File: src/rtl/fb_rect_writer_pkg.sv
// rtl/fb_rect_writer_pkg.sv - shared widths, FSM states and command struct for the rectangle writer
package fb_pkg;
   localparam int CORDW     = 11;
   localparam int CIDXW     = 4;
   localparam int FB_WIDTH  = 160;
   localparam int FB_HEIGHT = 120;
   localparam int FB_ADDRW  = 15;
   localparam int FB_XW     = 8;
   localparam int FB_YW     = 7;

   typedef enum logic [2:0] {IDLE, CLIP, WAITF, DRAW, DONE} fbw_state_t;

   typedef struct packed {
      logic signed [CORDW-1:0] x0;
      logic signed [CORDW-1:0] y0;
      logic signed [CORDW-1:0] x1;
      logic signed [CORDW-1:0] y1;
      logic [CIDXW-1:0]        cidx;
   } fb_rect_t;

   // y*160 as y*128 + y*32 so no multiplier is needed
   function automatic logic [FB_ADDRW-1:0] row_base_of(input logic [FB_YW-1:0] y);
      logic [FB_ADDRW-1:0] v;
      v = FB_ADDRW'(y);
      return (v << 7) + (v << 5);
   endfunction
endpackage

File: src/rtl/fb_rect_writer_if.sv
// rtl/fb_rect_writer_if.sv - rectangle draw command valid/ready channel
interface fb_rect_writer_if;
   import fb_pkg::*;

   logic                    cmd_valid;
   logic                    cmd_ready;
   logic signed [CORDW-1:0] cmd_x0;
   logic signed [CORDW-1:0] cmd_y0;
   logic signed [CORDW-1:0] cmd_x1;
   logic signed [CORDW-1:0] cmd_y1;
   logic [CIDXW-1:0]        cmd_cidx;

   modport master (
      output cmd_valid, cmd_x0, cmd_y0, cmd_x1, cmd_y1, cmd_cidx,
      input  cmd_ready
   );

   modport slave (
      input  cmd_valid, cmd_x0, cmd_y0, cmd_x1, cmd_y1, cmd_cidx,
      output cmd_ready
   );
endinterface

File: src/rtl/fb_rect_writer_clip.sv
// rtl/fb_rect_writer_clip.sv - registers the command clipped to the framebuffer plus an empty flag
module fb_rect_clip
   import fb_pkg::*;
(
   input  logic             clk,
   input  logic             rst_n,
   input  logic             i_load,
   input  fb_rect_t         i_rect,
   output logic [FB_XW-1:0] o_xs,
   output logic [FB_XW-1:0] o_xe,
   output logic [FB_YW-1:0] o_ys,
   output logic [FB_YW-1:0] o_ye,
   output logic [CIDXW-1:0] o_cidx,
   output logic             o_empty
);
   localparam logic signed [CORDW-1:0] C_ZERO = '0;
   localparam logic signed [CORDW-1:0] C_XMAX = CORDW'(FB_WIDTH - 1);
   localparam logic signed [CORDW-1:0] C_YMAX = CORDW'(FB_HEIGHT - 1);

   logic signed [CORDW-1:0] w_xs, w_xe, w_ys, w_ye;
   logic                    w_empty;

   always_comb begin
      w_xs = (i_rect.x0 < C_ZERO) ? C_ZERO : i_rect.x0;
      w_ys = (i_rect.y0 < C_ZERO) ? C_ZERO : i_rect.y0;
      w_xe = (i_rect.x1 > C_XMAX) ? C_XMAX : i_rect.x1;
      w_ye = (i_rect.y1 > C_YMAX) ? C_YMAX : i_rect.y1;
      // full-width signed compares catch rectangles entirely off any edge
      w_empty = (i_rect.x0 > i_rect.x1) || (i_rect.y0 > i_rect.y1) ||
                (w_xe < w_xs) || (w_ye < w_ys);
   end

   always_ff @(posedge clk) begin
      if (!rst_n) begin
         o_xs    <= '0;
         o_xe    <= '0;
         o_ys    <= '0;
         o_ye    <= '0;
         o_cidx  <= '0;
         o_empty <= 1'b0;
      end else if (i_load) begin
         o_xs    <= w_xs[FB_XW-1:0];
         o_xe    <= w_xe[FB_XW-1:0];
         o_ys    <= w_ys[FB_YW-1:0];
         o_ye    <= w_ye[FB_YW-1:0];
         o_cidx  <= i_rect.cidx;
         o_empty <= w_empty;
      end
   end
endmodule

File: src/rtl/fb_rect_writer.sv
// rtl/fb_rect_writer.sv - clips filled-rectangle commands and streams one framebuffer write per cycle
module fb_rect_writer
   import fb_pkg::*;
#(
   parameter int WAIT_FRAME = 0
) (
   input  logic                clk,
   input  logic                rst_n,
   input  logic                frame_sys,
   fb_rect_writer_if.slave     cmd,
   output logic                we,
   output logic [FB_ADDRW-1:0] addr_write,
   output logic [CIDXW-1:0]    data_in,
   output logic                busy,
   output logic                done
);
   fbw_state_t          r_state, w_state_nxt;
   logic [FB_XW-1:0]    r_x;
   logic [FB_YW-1:0]    r_y;
   logic [FB_ADDRW-1:0] r_row_base;

   logic [FB_XW-1:0]    w_xs, w_xe;
   logic [FB_YW-1:0]    w_ys, w_ye;
   logic [CIDXW-1:0]    w_cidx;
   logic                w_empty, w_ready, w_accept, w_last;
   fb_rect_t            w_rect;

   assign w_rect    = '{x0: cmd.cmd_x0, y0: cmd.cmd_y0, x1: cmd.cmd_x1,
                        y1: cmd.cmd_y1, cidx: cmd.cmd_cidx};
   assign w_accept  = cmd.cmd_valid && w_ready;
   assign w_last    = (r_x == w_xe) && (r_y == w_ye);
   assign cmd.cmd_ready = w_ready;

   fb_rect_clip u_clip (
      .clk     (clk),
      .rst_n   (rst_n),
      .i_load  (w_accept),
      .i_rect  (w_rect),
      .o_xs    (w_xs),
      .o_xe    (w_xe),
      .o_ys    (w_ys),
      .o_ye    (w_ye),
      .o_cidx  (w_cidx),
      .o_empty (w_empty)
   );

   always_ff @(posedge clk) begin
      if (!rst_n) r_state <= IDLE;
      else        r_state <= w_state_nxt;
   end

   // raster walk: x fastest, row base advances by one line per row
   always_ff @(posedge clk) begin
      if (!rst_n) begin
         r_x        <= '0;
         r_y        <= '0;
         r_row_base <= '0;
      end else if (r_state == CLIP) begin
         r_x        <= w_xs;
         r_y        <= w_ys;
         r_row_base <= row_base_of(w_ys);
      end else if (r_state == DRAW && !w_last) begin
         if (r_x == w_xe) begin
            r_x        <= w_xs;
            r_y        <= r_y + 1'b1;
            r_row_base <= r_row_base + FB_ADDRW'(FB_WIDTH);
         end else begin
            r_x <= r_x + 1'b1;
         end
      end
   end

   always_comb begin
      w_state_nxt = r_state;
      w_ready     = 1'b0;
      we          = 1'b0;
      busy        = 1'b1;
      done        = 1'b0;
      addr_write  = '0;
      data_in     = '0;
      unique case (r_state)
         IDLE: begin
            w_ready = 1'b1;
            busy    = 1'b0;
            if (cmd.cmd_valid) w_state_nxt = CLIP;
         end
         CLIP: begin
            if (w_empty)              w_state_nxt = DONE;
            else if (WAIT_FRAME != 0) w_state_nxt = WAITF;
            else                      w_state_nxt = DRAW;
         end
         WAITF: begin
            if (frame_sys) w_state_nxt = DRAW;
         end
         DRAW: begin
            we         = 1'b1;
            addr_write = r_row_base + FB_ADDRW'(r_x);
            data_in    = w_cidx;
            if (w_last) w_state_nxt = DONE;
         end
         DONE: begin
            done        = 1'b1;
            w_state_nxt = IDLE;
         end
         default: w_state_nxt = IDLE;
      endcase
   end
endmodule
File: src/flat_wrapper.sv
// flat-port wrapper written by rule: the top's interface ports become plain ports
module fb_rect_writer_flat import fb_pkg::*;
#(
   parameter int WAIT_FRAME = 0
)
  (clk, rst_n, frame_sys, we, addr_write, data_in, busy, done, cmd_cmd_valid, cmd_cmd_x0, cmd_cmd_y0, cmd_cmd_x1, cmd_cmd_y1, cmd_cmd_cidx, cmd_cmd_ready);
  fb_rect_writer_if cmd_i ();
  input  logic clk;
  input  logic rst_n;
  input  logic frame_sys;
  output logic we;
  output logic [FB_ADDRW-1:0] addr_write;
  output logic [CIDXW-1:0] data_in;
  output logic busy;
  output logic done;
  input wire logic [$bits(cmd_i.cmd_valid)-1:0] cmd_cmd_valid;
  input wire logic [$bits(cmd_i.cmd_x0)-1:0] cmd_cmd_x0;
  input wire logic [$bits(cmd_i.cmd_y0)-1:0] cmd_cmd_y0;
  input wire logic [$bits(cmd_i.cmd_x1)-1:0] cmd_cmd_x1;
  input wire logic [$bits(cmd_i.cmd_y1)-1:0] cmd_cmd_y1;
  input wire logic [$bits(cmd_i.cmd_cidx)-1:0] cmd_cmd_cidx;
  output wire logic [$bits(cmd_i.cmd_ready)-1:0] cmd_cmd_ready;
  assign cmd_i.cmd_valid = cmd_cmd_valid;
  assign cmd_i.cmd_x0 = cmd_cmd_x0;
  assign cmd_i.cmd_y0 = cmd_cmd_y0;
  assign cmd_i.cmd_x1 = cmd_cmd_x1;
  assign cmd_i.cmd_y1 = cmd_cmd_y1;
  assign cmd_i.cmd_cidx = cmd_cmd_cidx;
  assign cmd_cmd_ready = cmd_i.cmd_ready;
  fb_rect_writer #(.WAIT_FRAME(WAIT_FRAME)) u_core (.clk(clk), .rst_n(rst_n), .frame_sys(frame_sys), .cmd(cmd_i), .we(we), .addr_write(addr_write), .data_in(data_in), .busy(busy), .done(done));
endmodule
File: config.mk
export PLATFORM = sky130hd
export DESIGN_NAME = fb_rect_writer_flat
export DESIGN_NICKNAME = d
export VERILOG_FILES = /design/src/rtl/fb_rect_writer_pkg.sv /design/src/rtl/fb_rect_writer_if.sv /design/src/rtl/fb_rect_writer_clip.sv /design/src/rtl/fb_rect_writer.sv /design/src/flat_wrapper.sv
export SDC_FILE = /design/constraint.sdc
export NUM_CORES = 1
export LEC_CHECK = 0
export ABC_AREA = 1
export BUFFER_PORTS_ARGS = -buffer_cell sky130_fd_sc_hd__clkbuf_2
export CORE_MARGIN = 2
export CORE_UTILIZATION = 53
export CTS_CLUSTER_SIZE = 12
export DETAILED_ROUTE_END_ITERATION = 12
export PLACE_DENSITY = 0.78
export SLEW_MARGIN = 15
export SYNTH_ARGS = -nofsm -noshare
export SYNTH_HDL_FRONTEND = slang
export SYNTH_HIERARCHICAL = 1
export SYNTH_SLANG_ARGS = --single-unit
File: constraint.sdc
create_clock -name clk -period 1.7 [get_ports clk]
set_input_delay 0.085 -clock clk [delete_from_list [all_inputs] [get_ports clk]]
set_output_delay 0.085 -clock clk [all_outputs]
set_load 0.005 [all_outputs]
[Yosys cells after proc, flatten, opt, wreduce, memory -nomap -nowiden]
Index checks and enable logic that the tools add are counted.
Cells by class
  add/subtract/negate cells: 5
  $lt $le $gt $ge: 8
  equality and inequality tests: 9
  mux-type cells: 24
  reductions and logical operators: 12
Operator list (count)
  15-bit two-way mux: 4
  11-bit two-way mux: 4
  8-bit two-way mux: 3
  11-bit greater-than comparator: 2
  11-bit by 1-bit < comparator with 1-bit output (second input constant): 2
  11-bit < comparator: 2
  7-bit two-way mux: 3
  14-bit by 12-bit adder with 15-bit output: 1
  15-bit by 8-bit adder with 15-bit output: 1
  15-bit by 8-bit adder with 15-bit output (second input constant): 1
  3-bit two-way mux: 4
  3-bit one-hot mux with 4 select lines: 1
  11-bit by 8-bit greater-than comparator with 1-bit output (second input constant): 1
  11-bit by 9-bit greater-than comparator with 1-bit output (second input constant): 1
  8-bit by 1-bit adder with 8-bit output (second input constant): 1
  8-bit equality test: 1
  7-bit by 1-bit adder with 7-bit output (second input constant): 1
  7-bit equality test: 1
  3-bit by 2-bit equality test with 1-bit output (second input constant): 2
  1-bit two-way mux: 4
  4-bit two-way mux: 1
  2-bit != test (second input constant): 2
  2-bit nonzero test: 2
  3-bit by 1-bit equality test with 1-bit output (second input constant): 1
  other kinds (8): 12
Storage, ports and cells
  register bits: 68
  bits of input ports: 52
  output and inout bits: 23

[Logic depth before layout (Yosys ltp)]
Gate-level depths: netlist (run 1).
  word-level depth: 6
  mapped depth: 18

[By module]
Netlist (run 1), hierarchy kept.
Modules (own cells, without submodules)
  fb_rect_writer: instances 1, cells each 474, area each 2685.1 µm²
  fb_rect_clip: instances 1, cells each 387, area each 2534.9 µm²

[Worst setup path before layout (run 1)]
OpenSTA, ideal clock, no wires.
  path type: register -> register
  start: reg u_core.u_clip.o_ys[2]
  end: reg u_core.r_row_base[13]
  setup time: 0.113 ns
  data arrival time: 1.586 ns
  data required time: 1.587 ns
  slack: 0.002 ns
  stages on the path, launching flop included: 12
  buffers on the path: 0
  period minus slack after synthesis: 1.698 ns
  path through: dfxtp_1 ha_1 inv_1 fa_1 o21ai_0 nand2_1 nand2_1 nand2_1 nand2_1 nand3_1 nor2_1 nor2_1
Between the ends
  cells in the longest elaborated chain, start to end: 2
RTL lines
  start: declaration: line fb_rect_writer_clip.sv:11  | output logic [FB_YW-1:0] o_ys,
  start signal: assignment: line fb_rect_writer_clip.sv:44  | o_ys <= w_ys[FB_YW-1:0];
  14-bit by 12-bit adder with 15-bit output: line fb_rect_writer_pkg.sv:25  | return (v << 7) + (v << 5);
  15-bit two-way mux: line fb_rect_writer.sv:58  | end else if (r_state == CLIP) begin
  end signal: assignment: line fb_rect_writer.sv:61  | r_row_base <= row_base_of(w_ys);
  end signal: assignment: line fb_rect_writer.sv:66  | r_row_base <= r_row_base + FB_ADDRW'(FB_WIDTH);
  end: declaration: line fb_rect_writer.sv:20  | logic [FB_ADDRW-1:0] r_row_base;
No other way between the ends.
A chain may end at the register's enable or synchronous reset.

[Final worst setup path (run 1)]
  start: reg u_core.r_row_base[6]
  end: out addr_write[10]
Between the ends
  cells in the longest elaborated chain, start to end: 2
RTL lines
  15-bit by 8-bit adder with 15-bit output: line fb_rect_writer.sv:97  | addr_write = r_row_base + FB_ADDRW'(r_x);
  15-bit two-way mux: line fb_rect_writer.sv:81  | unique case (r_state)
  end: declaration: line flat_wrapper.sv:12  | output logic [FB_ADDRW-1:0] addr_write;
No other way between the ends.

==> results.py, run 1 <==
metrics = {
    "critical_path": {
        "crit_start": "u_core/r_row_base[6]",
        "crit_path_max_fanout": 5,
        "cp_cell_sequence": "ha_4 > a21oi_4 > nor2_4 > nor2_4 > nand2_4 > nand2_2 > inv_2 > a211oi_2 > buf_2",
        "cpMostUsedCell": "nor2_4",
        "arrival_ns": 1.86,
        "crit_path_end_kind": "primary output",
        "critPathLaunchType": "flip-flop",
        "worst-path-buf-inv": 2,
        "crit_type": "reg2out",
        "crit_slowest_cell": "dfxtp_2",
        "critical-path-top-delay-family": "simple AND/OR/NAND/NOR gates",
        "worstPathRequired_ns": 1.62,
        "rr_startpoint": "u_core/r_x[6]",
        "cpPeakStageDelay_ns": 0.34,
    },
    "floorplan": {
        "die_h_um": 103.2,
        "die_area_um2": 10660,
        "core_area_um2": 9684,
        "die_w_um": 103.2,
        "start_util": 0.5390,
        "io_pins": 75,
        "rows": 36,
    },
    "timing": {
        "setup_viol": 34,
        "layout_setup_ws_ns": -0.2458,
        "fin_worst_skew_ns": 0.01041,
        "min_period_ns": 1.946,
        "max_freq_ghz": 0.5139,
        "slew_violations": 0,
        "finalCritPeriodShare": 1.145,
        "finalHoldViolations": 0,
        "rsz0062_at_grt": "yes",
    },
    "cts": {
        "cts_tree": "done",
        "clk_path_buf_depth": 2,
        "cts_buffers": 9,
        "clkSinkCount": 63,
        "h-tree-depth": 3,
        "clk_latency_ns": 0.35,
        "clockRootBuffer": "clkbuf_8",
        "path_clk_slew_ns": 0.08,
    },
    "synth": {
        "avgSynthCellArea_um2": 6.063,
        "syn_inst": 861,
        "synthTopCellsByArea": "dfxtp_1 24%, nand2_1 16%, ha_1 12%",
        "synth-async-reset-ratio": 0,
        "ys.warnings.count": 6,
        "synth-edff-count": 0,
        "synth.top_cell.area_share": 0.2416,
        "synth.yosys.seq_area_share": 0.2416,
        "ys.flop_type": "dfxtp_1",
        "ys_ff_latch": 63,
        "syn_area_um2": 5220,
        "synthesis.nets": 965,
        "synth_cell_types": 37,
        "synth_top_area_cell": "dfxtp_1",
    },
    "hold_path": {
        "min_from": "cmd_cmd_x0[7]",
        "hold_class": "in2reg",
    },
    "placed_design": {
        "port_buffers": 74,
        "place_hpwl_um": 10980,
        "post-place-ws_ns": -0.09478,
        "gp_congestion": 1.003,
        "place_area_um2": 6193,
    },
    "cells_and_area": {
        "multiInputGateArea_um2": 3702,
        "diodes": 0,
        "area_growth_pct": 37.06,
        "nets": 1116,
        "seqCellArea_um2": 1282,
        "final_cell_mix": "197 x nand2_1, 123 x inv_1, 120 x nor2_1, 67 x clkbuf_2, 66 x buf_4",
        "design_area_um2": 7154,
        "drive_gt1_frac": 0.2802,
        "mostFrequentLayoutCell": "nand2_1",
        "fill_cells": 729,
    },
    "pwr": {
        "ir_worst_vdd_uv": 829.8,
        "leakage_nw": 3.727,
        "power_density_nw_per_um2": 1582,
    },
    "global_routing": {
        "grt_pass1_wl_um": 25290,
        "antenna_found_initial": 0,
        "grt_pass1_vias": 5648,
        "grt.overflow.total": 0,
        "grt_max_degree": 25,
        "track_usage": 0.3036,
    },
    "detailed_routing": {
        "first_pass_iters": 5,
        "via_count": 6038,
        "vias_per_cell": 5.250,
        "drt_iter0_drc": 366,
        "wirelength_um": 16230,
        "avgRoutedWirePerCell_um": 14.12,
        "drcViolationCount": 0,
        "drtAntennaViolNets": 0,
    },
    "flow_run": {
        "cap_viol_max_count": 0,
    },
    "outcome": {
        "failed_checks": "negative setup slack",
        "outcome": "complete, but fails checks",
    },
}
[repair_timing]
item | in CTS | in global routing
setup buffers | 8 | 6
hold buffers | 4 | 0
gates resized for setup | 75 | 76
cloned | 5 | 1
pin swaps | 38 | 37
endpoints found under the hold margin | 4 | 0
setup endpoints to repair | 45 | 45
[flip-flops by register name (all words and copies together) (netlist names), 3 cells and up]
signal	flops
u_core/r_x	8
u_core/u_clip/o_xs	8
u_core/u_clip/o_ys	7
u_core/u_clip/o_xe	8
u_core/u_clip/o_ye	7
u_core/u_clip/o_cidx	4
u_core/r_y	7
u_core/r_state	3
u_core/r_row_base	10
[Yosys cell counts, types with 5 or more instances]
cell type,count
a21o_1,5
a21oi_1,51
buf_2,6
buf_6,5
clkbuf_1,13
dfxtp_1,63
ha_1,51
inv_1,129
nand2_1,218
nand3_1,34
nand3b_1,9
nand4_1,13
nor2_1,137
nor3_1,9
o21ai_0,67
xor2_1,9
[where the power goes]
group / internal [mW] / total (mW) / switching (mW) / leakage [nW]
clock network: 0.978 / 1.62 / 0.639 / 0.123
registers: 2.06 / 2.56 / 0.503 / 0.523
logic: 3.20 / 7.14 / 3.93 / 3.08
total: 6.24 / 11.3 / 5.08 / 3.73
[area by class of cell]
type	count	area share
inverters	136	0.07258
flip-flops and latches	63	0.1793
repair buffers	164	0.1731
clock inverters	7	0.01696
well taps	133	0.02326
multi-input cells	638	0.5175
clock buffers	9	0.01731
[worst paths after layout]
check | cells past startpoint | to | slack [ns]
min reg2reg | 2 | u_core/u_clip/o_cidx[0] | 0.50
max | 9 | addr_write[10] | -0.25
max reg2reg | 14 | u_core/r_row_base[11] | -0.16
min | 3 | u_core/u_clip/o_xs[7] | 0.04
[cell families (layout without fill, tap and decap cells)]
| kind of cell | count (synthesis) | in the layout | share of synthesized area |
|---|---|---|---|
| adders and majority gates | 52 | 52 | 0.1261 |
| buffers and inverters | 162 | 316 | 0.1258 |
| other | 1 | 1 | 0.0007184 |
| AOI/OAI and AO/OA | 136 | 136 | 0.1395 |
| and+or+nand+nor | 436 | 438 | 0.3478 |
| DFF | 63 | 63 | 0.2416 |
| xor gates and xnor gates | 11 | 11 | 0.01846 |
[worst register-to-register path, cell delays in order (launching register included)]
cell and delay (ns):
dfxtp_4 0.36, buf_6 0.12, buf_6 0.10, nand2_2 0.05, nand2_2 0.05, nor2_2 0.10
nand2_2 0.09, nor2_4 0.17, nand2_2 0.09, nand2_4 0.11, buf_12 0.12, nand2_8 0.08
buf_6 0.15, a21oi_1 0.12, nor2_1 0.06
[metal layers]
metal / share of wire / up-vias / track usage
li1: - / 3036 / -
met1: 0.41 / 2695 / 0.3628
met2: 0.50 / 258 / 0.5514
met3: 0.066 / 49 / 0.04368
met4: 0.029 / 0 / 0.1123
met5: 0 / - / 0
[per-stage QoR]
| stage | TNS [ns] | power (mW) | hold slack (ns) | utilization | cells |
|---|---|---|---|---|---|
| after CTS | -3.539 | 10.55 | 0.02860 | 0.7134 | 1145 |
| after global placement | -0.6353 | 7.467 | 0.3093 | 0.6395 | 1112 |
| after global routing | -7.221 | 12.09 | 0.03602 | 0.7388 | 1150 |
| after detailed placement | -1.149 | 7.560 | 0.3126 | 0.6395 | 1112 |
| after floorplan | 0 | 5.706 | 0.2199 | - | 861 |
| final | -4.220 | 11.32 | 0.03671 | 0.7388 | 1150 |
Note: power is estimated with default switching activity, not from simulation.
==> run 2, diff against run 1 <==
Settings changed: CORE_UTILIZATION 53 to 54, CTS_BUF_LIST set to sky130_fd_sc_hd__clkbuf_4 sky130_fd_sc_hd__clkbuf_8, PLACE_DENSITY 0.78 to 0.79, RECOVER_POWER set to 25.
==> run 2 against run 1 <==
Effect of this change: the run still ends with negative setup slack left; final area up 0.66%; global-route usage up 0.56 points; flip-flop and latch count unchanged; first-iteration DRC count up 18%; non-clock buffer count up 17; total power about the same; fmax up 0.75%; routed wire length up 7.4%; cell count up 1.2%.
==> results.py, run 2 (synthesis results as in run 1) <==
metrics = {
    "outcome": {
        "outcome": "complete, but fails checks",
        "failed_checks": "negative setup slack",
    },
    "global_routing": {
        "track_usage": 0.3092,
        "grt.overflow.total": 0,
        "grt_pass1_wl_um": 25570,
        "grt_pass1_vias": 5920,
        "grt_max_degree": 28,
        "antenna_found_initial": 0,
    },
    "detailed_routing": {
        "drcViolationCount": 0,
        "drtAntennaViolNets": 0,
        "first_pass_iters": 5,
        "via_count": 6264,
        "vias_per_cell": 5.381,
        "drt_iter0_drc": 431,
        "avgRoutedWirePerCell_um": 14.98,
        "wirelength_um": 17430,
    },
    "timing": {
        "fin_worst_skew_ns": 0.02022,
        "finalCritPeriodShare": 1.136,
        "max_freq_ghz": 0.5178,
        "fin_setup_tns_ns": -4.667,
        "finalHoldViolations": 0,
        "rsz0062_at_grt": "yes",
        "min_period_ns": 1.931,
        "setup_viol": 63,
        "layout_setup_ws_ns": -0.2313,
        "slew_violations": 0,
        "hold_ws_ns": 0.03679,
    },
    "cts": {
        "clk_latency_ns": 0.36,
        "clkSinkCount": 63,
        "path_clk_slew_ns": 0.09,
        "cts_tree": "done",
        "clk_path_buf_depth": 2,
        "clockRootBuffer": "clkbuf_8",
        "cts_buffers": 9,
        "h-tree-depth": 3,
    },
    "cells_and_area": {
        "nets": 1134,
        "seqCellArea_um2": 1279,
        "design_area_um2": 7202,
        "final_util": 0.7721,
        "final_cell_mix": "201 x nand2_1, 121 x inv_1, 118 x nor2_1, 74 x buf_4, 64 x clkbuf_2",
        "drive_gt1_frac": 0.2899,
        "diodes": 0,
        "area_growth_pct": 37.97,
        "largest_reg_flops": 10,
        "multiInputGateArea_um2": 3686,
        "fill_cells": 712,
        "mostFrequentLayoutCell": "nand2_1",
        "final_cell_count_no_fill": 1164,
        "largest_register": "u_core/r_row_base",
    },
    "pwr": {
        "power_density_nw_per_um2": 1570,
        "power_mw": 11.31,
        "combPwrFrac": 0.642,
        "pwr-share-clk": 0.136,
        "p_seq_frac": 0.222,
        "power.switching_mw": 5.164,
        "ir_worst_vdd_uv": 622.1,
        "leakage_nw": 3.759,
        "p_int_mw": 6.144,
        "swShare": 0.4567,
    },
    "placed_design": {
        "place_hpwl_um": 11150,
        "port_buffers": 74,
        "place_area_um2": 6188,
        "gp_congestion": 0.9547,
        "post-place-ws_ns": -0.1048,
        "dp_cells": 1112,
    },
    "floorplan": {
        "start_util": 0.5596,
        "die_w_um": 102.3,
        "rows": 35,
        "io_pins": 75,
        "die_h_um": 102.3,
        "core_area_um2": 9328,
        "die_area_um2": 10470,
    },
    "critical_path": {
        "crit_type": "reg2out",
        "cpPeakStageDelay_ns": 0.35,
        "crit_path_end_kind": "primary output",
        "crit_path_max_fanout": 5,
        "critPathLaunchType": "flip-flop",
        "arrival_ns": 1.85,
        "cp_cell_sequence": "ha_4 > a21oi_4 > nor2_4 > nor2_4 > nand2_4 > nand3_2 > o21ai_1 > a21oi_1 > buf_2",
        "cpMostUsedCell": "nor2_4",
        "worstPathRequired_ns": 1.62,
        "crit_slowest_cell": "dfxtp_2",
    },
    "hold_path": {
        "hold_class": "in2reg",
    },
    "flow_run": {
        "cap_viol_max_count": 0,
    },
}
[run 2: timing repair]
item,CTS,global route
gates cloned,4,2
hold buffers,4,0
endpoints found under the hold margin,4,0
gates resized for setup,75,97
endpoints found under the setup margin,32,61
setup buffers,13,17
pin swaps,18,33
[run 2: critical path, delay by kind of cell (launching register included)]
family	cells	cell delay, ns
AND/OR/NAND/NOR	4	0.39
AO/OA/AOI/OAI	3	0.36
flip-flops	1	0.35
adder cells (fa/ha/maj)	1	0.25
buffers and inverters	1	0.14
[run 2: final cells by class]
type | count | share of cell area
multi-input cells | 638 | 0.5118
repair buffers | 181 | 0.1831
flip-flops and latches | 63 | 0.1776
inverters | 136 | 0.07227
well taps | 129 | 0.02241
clock buffers | 10 | 0.01911
clock inverters | 6 | 0.01303
repair inverters | 1 | 0.0006949
[run 2: worst paths after layout]
check                                 end  cells past startpoint  slack, ns                    start
setup reg to reg    u_core/r_row_base[11]                     11      -0.18     u_core/r_row_base[6]
hold / removal      u_core/u_clip/o_xe[7]                      3       0.04            cmd_cmd_x1[7]
hold reg to reg   u_core/u_clip/o_cidx[3]                      2       0.51  u_core/u_clip/o_cidx[3]
setup / recovery           addr_write[14]                      9      -0.23     u_core/r_row_base[6]
[run 2: layer usage]
metal | part of all wire | vias up | GRT usage
met2 | 0.49 | 307 | 0.5562
met4 | 0.048 | 0 | 0.1559
met5 | 0 | - | 0
met1 | 0.39 | 2813 | 0.3494
met3 | 0.074 | 78 | 0.05609
li1 | - | 3066 | -
[run 2: power groups by stage]
| stage | registers (mW) | logic [mW] | clock network (mW) |
|---|---|---|---|
| floorplan | 2.42 | 3.29 | 0 |
| finish | 2.51 | 7.26 | 1.54 |
| detailed placement | 2.46 | 5.03 | 0 |
| global route | 2.58 | 7.85 | 1.62 |
| CTS | 2.46 | 5.97 | 1.55 |
| global placement | 2.44 | 4.95 | 0 |
==> run 3, diff against run 2 <==
--- a/config.mk
+++ b/config.mk
@@ -9,9 +9,8 @@
 export BUFFER_PORTS_ARGS = -buffer_cell sky130_fd_sc_hd__clkbuf_2
 export CORE_MARGIN = 2
-export CORE_UTILIZATION = 54
+export CORE_UTILIZATION = 39
 export CTS_BUF_LIST = sky130_fd_sc_hd__clkbuf_4 sky130_fd_sc_hd__clkbuf_8
 export CTS_CLUSTER_SIZE = 12
 export DETAILED_ROUTE_END_ITERATION = 12
-export PLACE_DENSITY = 0.79
 export RECOVER_POWER = 25
 export SLEW_MARGIN = 15
==> constraint.sdc (replaced) <==
create_clock -name clk -period 1.7 [get_ports clk]
set_input_delay 0.34 -clock clk [delete_from_list [all_inputs] [get_ports clk]]
set_output_delay 0.34 -clock clk [all_outputs]
set_load 0.005 [all_outputs]
==> run 3 against run 2 <==
Effect of this change: the run still ends with negative setup slack left; final area rose by 4.2%; critical path type unchanged; combinational power decreased by 13%; die area increased by 37%; flip-flop and latch count unchanged; routed wire length fell by 15%; sequential power down 2%; clock skew fell by 0.010 ns.
==> results.py, run 3 (synthesis results as in run 1) <==
metrics = {
    "detailed_routing": {
        "vias_per_cell": 4.613,
        "avgRoutedWirePerCell_um": 11.73,
        "via_count": 5799,
        "drtAntennaViolNets": 0,
        "first_pass_iters": 5,
        "drt_iter0_drc": 290,
        "drcViolationCount": 0,
        "wirelength_um": 14750,
    },
    "cells_and_area": {
        "design_area_um2": 7505,
        "fill_cells": 1331,
        "largest_reg_flops": 10,
        "final_cell_mix": "207 x nand2_1, 137 x buf_4, 119 x inv_1, 119 x nor2_1, 65 x clkbuf_2",
        "final_util": 0.5712,
        "nets": 1180,
        "area_growth_pct": 43.77,
        "drive_gt1_frac": 0.3191,
        "diodes": 0,
        "largest_register": "u_core/r_row_base",
        "mostFrequentLayoutCell": "nand2_1",
    },
    "global_routing": {
        "grt_pass1_wl_um": 24520,
        "grt.overflow.total": 0,
        "grt_max_degree": 48,
        "track_usage": 0.2089,
        "grt_pass1_vias": 5415,
        "antenna_found_initial": 0,
    },
    "pwr": {
        "power_density_nw_per_um2": 1346,
        "power_mw": 10.10,
        "leakage_nw": 3.948,
        "ir_worst_vdd_uv": 505.0,
    },
    "floorplan": {
        "die_h_um": 119.7,
        "io_pins": 75,
        "die_w_um": 119.7,
        "rows": 42,
        "core_area_um2": 13140,
        "die_area_um2": 14330,
        "start_util": 0.3973,
    },
    "critical_path": {
        "cpPeakStageDelay_ns": 0.34,
        "crit_slowest_cell": "dfxtp_1",
        "cpMostUsedCell": "nor2_4",
        "crit_path_max_fanout": 4,
        "critical-path-top-delay-family": "simple AND/OR/NAND/NOR gates",
        "critPathLaunchType": "flip-flop",
        "cp_cell_sequence": "ha_4 > inv_1 > nor2_2 > nor2_4 > nor2_4 > a21oi_1 > a211oi_1 > clkbuf_2",
        "arrival_ns": 1.87,
        "worstPathRequired_ns": 1.36,
        "worst-path-buf-inv": 2,
        "crit_path_end_kind": "primary output",
        "crit_type": "reg2out",
    },
    "cts": {
        "clk_path_buf_depth": 2,
        "h-tree-depth": 3,
        "ctsHoldBuffers": 0,
        "clkSinkCount": 63,
        "clockRootBuffer": "clkbuf_8",
        "clk_latency_ns": 0.36,
        "path_clk_slew_ns": 0.08,
        "cts_buffers": 9,
        "cts_tree": "done",
    },
    "hold_path": {
        "hold_class": "in2reg",
    },
    "placed_design": {
        "port_buffers": 74,
        "place_hpwl_um": 11090,
        "place_area_um2": 6748,
        "gp_congestion": 0.9128,
    },
    "timing": {
        "rsz0062_at_grt": "yes",
        "fin_worst_skew_ns": 0.01014,
        "setup_viol": 31,
        "slew_violations": 0,
        "finalCritPeriodShare": 1.297,
        "min_period_ns": 2.205,
        "layout_setup_ws_ns": -0.5051,
        "finalHoldViolations": 0,
        "max_freq_ghz": 0.4535,
    },
    "outcome": {
        "outcome": "complete, but fails checks",
        "failed_checks": "negative setup slack",
    },
    "flow_run": {
        "cap_viol_max_count": 0,
    },
}
run 3: changes by cell type in the layout (fill, tap and decap cells not counted), sizes merged:
cell and change:
buf +49, dlygate4sd3 -4, bufinv -1, inv +1, nand2 +1
run 3: path summary, 6_finish.rpt:
check,start,endpoint,slack (ns),depth (start not counted)
hold reg to reg,u_core/u_clip/o_cidx[3],u_core/u_clip/o_cidx[3],0.51,2
setup / recovery,u_core/r_row_base[7],addr_write[11],-0.51,8
setup reg to reg,u_core/r_x[6],u_core/r_y[6],-0.07,13
hold / removal,cmd_cmd_cidx[3],u_core/u_clip/o_cidx[3],0.21,3
run 3: stage by stage:
stage	setup WS [ns]	setup TNS [ns]	hold WS, ns	cells
2_1_floorplan	-0.04088	-0.04088	0.4628	861
3_3_place_gp	-0.2915	-1.829	0.4801	1216
3_5_place_dp	-0.3168	-1.957	0.4981	1216
4_1_cts	-0.4898	-4.225	0.1891	1245
5_1_grt	-0.5988	-11.38	0.1987	1257
6_report	-0.5051	-4.294	0.2065	1257
run 3: report_power, final:
part / internal [mW] / total [mW] / switching [mW]
combinational: 2.90 / 6.30 / 3.41
clock: 0.678 / 1.32 / 0.647
sequential: 2.04 / 2.47 / 0.425
total: 5.62 / 10.1 / 4.48
run 3: per-layer routing:
metal / up-vias / global-route usage / wire length, um
met2: 116 / 0.3411 / 6601
met4: 0 / 0.05882 / 169
met3: 12 / 0.03517 / 601
met1: 2515 / 0.2842 / 7376
met5: - / 0 / 0
li1: 3156 / - / -
run 3: what timing repair did:
action	in CTS	in global routing
pin swaps	16	14
setup endpoints to repair	31	51
buffers inserted	12	9
gates cloned	2	3
resized for setup	47	81
run 3: tightest hold or removal path, stage by stage:
cell      delay, ns
clkbuf_2       0.08
nor2_1         0.03
nor2_1         0.08
run 3: area by class of cell:
| class | count | area [um2] | share of cell area |
|---|---|---|---|
| inverters | 136 | 530.5 | 0.07069 |
| clock buffers | 9 | 123.9 | 0.01651 |
| well taps | 176 | 220.2 | 0.02934 |
| clock inverters | 7 | 72.57 | 0.009670 |
| flip-flops and latches | 63 | 1275 | 0.1699 |
| multi-input cells | 639 | 3676 | 0.4898 |
| repair buffers | 227 | 1607 | 0.2141 |
